===== src/rtl/y86_pkg.sv =====
// rtl/y86_pkg.sv - shared Y86 execute-stage encodings for the condition-code unit
package y86_pkg;

    typedef enum logic [3:0] {
        ALU_ADD = 4'd0,
        ALU_SUB = 4'd1,
        ALU_AND = 4'd2,
        ALU_XOR = 4'd3
    } alu_fun_e;

    typedef enum logic [3:0] {
        C_ALWAYS = 4'd0,
        C_LE     = 4'd1,
        C_L      = 4'd2,
        C_E      = 4'd3,
        C_NE     = 4'd4,
        C_GE     = 4'd5,
        C_G      = 4'd6
    } cond_e;

    typedef enum logic [1:0] {
        STAT_AOK = 2'd0,
        STAT_HLT = 2'd1,
        STAT_ADR = 2'd2,
        STAT_INS = 2'd3
    } stat_e;

    localparam logic RST_ZF = 1'b1;
    localparam logic RST_SF = 1'b0;
    localparam logic RST_OF = 1'b0;

endpackage


===== src/rtl/cc_cond_eval.sv =====
// rtl/cc_cond_eval.sv - combinational jXX/cmovXX condition decoder from ZF/SF/OF
module cc_cond_eval
    import y86_pkg::*;
(
    input  logic [3:0] cond_fun,
    input  logic       zf,
    input  logic       sf,
    input  logic       of,
    output logic       cnd
);

    logic lt;

    // Signed less-than after a compare is SF differing from OF.
    assign lt = sf ^ of;

    always_comb begin
        cnd = 1'b0;
        case (cond_fun)
            C_ALWAYS: cnd = 1'b1;
            C_LE:     cnd = lt | zf;
            C_L:      cnd = lt;
            C_E:      cnd = zf;
            C_NE:     cnd = ~zf;
            C_GE:     cnd = ~lt;
            C_G:      cnd = ~lt & ~zf;
            default:  cnd = 1'b0;
        endcase
    end

endmodule


===== src/rtl/cc_unit.sv =====
// rtl/cc_unit.sv - Y86 condition-code register and cnd generation; CC_STATS_EN adds eval/taken counters
module cc_unit
    import y86_pkg::*;
#(
    parameter int WIDTH = 64,
    parameter int CNT_W = 32
) (
    input  logic             clk,
    input  logic             rst_n,
    input  logic             set_cc,
    input  logic [3:0]       alu_fun,
    input  logic [WIDTH-1:0] alu_out,
    input  logic             alu_ovf,
    input  logic [1:0]       m_stat,
    input  logic [1:0]       w_stat,
    input  logic [3:0]       cond_fun,
    input  logic             eval_valid,
    output logic             zf,
    output logic             sf,
    output logic             of,
    output logic             cnd
`ifdef CC_STATS_EN
    ,
    output logic [CNT_W-1:0] eval_cnt,
    output logic [CNT_W-1:0] taken_cnt
`endif
);

    logic upd;
    logic arith;

    // An exception already in M or W must not see its successors change the flags.
    assign upd   = set_cc && (m_stat == STAT_AOK) && (w_stat == STAT_AOK)
                   && (alu_fun <= ALU_XOR);
    assign arith = (alu_fun == ALU_ADD) || (alu_fun == ALU_SUB);

    always_ff @(posedge clk or negedge rst_n) begin
        if (!rst_n) begin
            zf <= RST_ZF;
            sf <= RST_SF;
            of <= RST_OF;
        end else if (upd) begin
            zf <= (alu_out == '0);
            sf <= alu_out[WIDTH-1];
            of <= arith ? alu_ovf : 1'b0;
        end
    end

    cc_cond_eval u_cond_eval (
        .cond_fun (cond_fun),
        .zf       (zf),
        .sf       (sf),
        .of       (of),
        .cnd      (cnd)
    );

`ifdef CC_STATS_EN
    localparam logic [CNT_W-1:0] CNT_ONE = {{(CNT_W-1){1'b0}}, 1'b1};

    always_ff @(posedge clk or negedge rst_n) begin
        if (!rst_n) begin
            eval_cnt  <= '0;
            taken_cnt <= '0;
        end else if (eval_valid) begin
            if (eval_cnt != '1) begin
                eval_cnt <= eval_cnt + CNT_ONE;
            end
            if (cnd && (taken_cnt != '1)) begin
                taken_cnt <= taken_cnt + CNT_ONE;
            end
        end
    end
`else
    logic [CNT_W:0] unused_stats;
    assign unused_stats = {eval_valid, {CNT_W{1'b0}}};
`endif

endmodule

===== config.mk =====
export PLATFORM = sky130hd
export DESIGN_NAME = cc_unit
export DESIGN_NICKNAME = d
export VERILOG_FILES = /design/src/rtl/y86_pkg.sv /design/src/rtl/cc_cond_eval.sv /design/src/rtl/cc_unit.sv
export SDC_FILE = /design/constraint.sdc
export NUM_CORES = 1
export LEC_CHECK = 0
export BUFFER_PORTS_ARGS = -buffer_cell sky130_fd_sc_hd__buf_2
export CAP_MARGIN = 10
export CORE_MARGIN = 3
export CORE_UTILIZATION = 22
export CTS_BUF_LIST = sky130_fd_sc_hd__clkbuf_8 sky130_fd_sc_hd__clkbuf_16
export DETAILED_ROUTE_END_ITERATION = 6
export PLACE_DENSITY_LB_ADDON = 0.2
export SLEW_MARGIN = 30
export SYNTH_ARGS = -nofsm -noshare
export SYNTH_HDL_FRONTEND = slang
export SYNTH_SLANG_ARGS = --single-unit
export TNS_END_PERCENT = 5

===== constraint.sdc =====
create_clock -name clk -period 1.7 [get_ports clk]
set_input_delay 0 -clock clk [delete_from_list [all_inputs] [get_ports clk]]
set_output_delay 0 -clock clk [all_outputs]
set_load 0.01 [all_outputs]

==> impl_metrics.toml <==
[cts]
clockBufferDepth = 2
cts_sinks = 3
numCtsBuffers = 3
cts_tree = "yes"
root_buffer = "clkbuf_8"
worstSkewPairLatency_ns = 0.21
cts-htree-levels = 1
clk_pin_slew_worst_paths_ns = 0.03

[die]
dieWidth_um = 44.7
coreArea_mm2 = 0.00135
start_util_pct = 24.4
fp.dieH_um = 44.7
row_count = 13
ioPinCount = 85
die-area_mm2 = 0.00200

[routing]
drtAntennaViolNets = 0
vias_per_cell = 4.83
drc = 0
routed_wirelength_um = 1750
drtIter0Drc = 1
wl_per_cell_um = 12.1
drt_pass1_iterations = 4
vias = 701

[pwr]
irDropWorstVdd_mv = 0.228
p_leak_uw = 0.000446
power_uw = 428
power_density_mw_per_mm2 = 517

[sta]
finClkSkew_ns = 0
finalHoldViolCount = 0
slew_violations = 0
slew_headroom_pct = 80.2
fin_tns_setup_ns = 0
max_freq_ghz = 0.630
period_needed_ns = 1.59
rsz0062_at_grt = "no"
worst_slew_pin_slew_ns = 0.295
min_period_over_period_pct = 93.3
finalSetupViolations = 0
holdWs_ns = 0.0343

[synth]
synthArstFlopShare_pct = 100
synth_cell_types = 20
yosys-top-cells-count = "15 x nor4_1, 4 x nand2_1, 4 x nand4_1"
synth_area_um2 = 329
ys_ff_latch = 3
ys.flop_type = "dfrtp_1"
syn_inst = 42
synth_top_cell_by_area = "nor4_1"
synth_top_area_share_pct = 28.5
synthTopCellsByArea = "nor4_1 29%, dfrtp_1 15%, dfstp_2 8.0%"
synthesis.nets = 123
yosysMostFrequentCell = "nor4_1"
avgSynthCellArea_um2 = 7.83
ys_seq_area_share_pct = 23.2
synth_warnings = 0
synth_edf_count = 0

[min_path]
worstHoldStart = "alu_out[63]"
worstHoldPathType = "in2reg"

[grt]
antenna_found_initial = 0
global_route.overflow_total = 0
grt_usage_pct = 18.6
grt_pass1_vias = 762
grt_start_max_net_pins = 6
grt_first_pass_wirelength_um = 2760

[place]
dp.cells = 139
gp_congestion = 0.696
port_buffers = 82
dp_hpwl_um = 1630

[finish]
areaGrowthSynthToFinish_pct = 152
fin_cells = 145
finish.utilization_pct = 61.4
fill_cells = 137
regArea_um2 = 76.3
nets = 212
layout-drive-gt1-share_pct = 70.0
diodes = 0
multi_input_area_um2 = 256

[critical_path]
cp_max_fo = 3
r2r_slack_ns = 0.89
slowest_stage = "dfrtp_1"
crit_type = "reg2out"
cp.required_ns = 1.70
reg2reg_from = "of$_DFFE_PN0P_"
startpoint_type = "flip-flop"
crit_start = "sf$_DFFE_PN0P_"
endpoint_kind = "output pin"
cpPeakStageDelay_ns = 0.41
arrival_ns = 1.59
cp_cell_sequence = "xnor2_2, maj3_1, o32a_1, a21oi_1, buf_2"

[job]
maxCapViolCount = 0

[run_status]
outcome = "finished, final reports clean"
==> area by class of cell <==
type / instances / share of cell area, %
inverters: 1 / 0.453
clock buffers: 3 / 4.98
repair buffers: 84 / 51.7
well taps: 15 / 2.27
flip-flops and latches: 3 / 9.21
multi-input cells: 38 / 31.0
clock inverters: 1 / 0.453
==> path summary, 6_finish.rpt <==
kind	depth (start not counted)	endpoint
worst max-delay path	5	cnd
worst max register to register	3	of$_DFFE_PN0P_
worst min register to register	2	zf$_DFFE_PN1P_
worst min-delay path	2	sf$_DFFE_PN0P_
min in group asynchronous	2	sf$_DFFE_PN0P_
max in group asynchronous	2	zf$_DFFE_PN1P_
==> placed cells by master (no fill, tap or decap), drive strengths merged, types with 2 or more instances in the layout <==
| cell | n |
|---|---|
| a21oi | 2 |
| nand4 | 4 |
| o21ai | 2 |
| dfrtp | 2 |
| nor4 | 16 |
| inv | 2 |
| nand2 | 4 |
| clkbuf | 3 |
| buf | 83 |
==> stage by stage <==
stage               area (µm²)  setup WS, ns
global placement           758         0.347
global route               828       0.00585
finish                     828         0.113
floorplan                  329         0.371
CTS                        813        0.0975
detailed placement         758         0.334
==> per-layer routing <==
metal  vias up  GRT usage [%]  share of wire [%]
met4         0           10.8                1.1
met2        39           35.5                 58
met3         2           2.44                9.6
met1       304           18.7                 31
met5         -              0                  0
li1        356              -                  -
==> kinds of logic after synthesis <==
logic type                 Yosys count  share of synthesized area (%)
buffers and inverters                1                           1.14
adders and majority gates            1                           3.04
muxes                                1                           3.42
and+or+nand+nor                     29                           54.8
AOI/OAI and AO/OA                    6                           11.8
xor gates and xnor gates             1                           2.66
DFF                                  3                           23.2
==> sequential cells by signal (all words and copies together), names as in the netlist <==
signal  flops
of          1
sf          1
zf          1
==> timing repair <==
item / CTS / global route
hold buffers: 1 / 0
resized for setup: 0 / 1
endpoints found under the setup margin: 0 / 1
hold endpoints to repair: 3 / 0
buffers inserted: 0 / 1
==> report_power, final <==
part | total, µW | switching, µW | internal [µW]
logic | 143 | 48.9 | 94.3
registers | 82.9 | 5.83 | 77.1
clock network | 202 | 48.2 | 154
==> critical path: cells and delay by family, from the launching register on <==
family / cells / cell delay [ns]
adder cells (fa/ha/maj): 1 / 0.35
XOR/XNOR: 1 / 0.16
buffers and inverters: 1 / 0.14
flip-flops: 1 / 0.41
AO/OA/AOI/OAI: 2 / 0.32
Note: power is estimated with default switching activity, not from simulation.
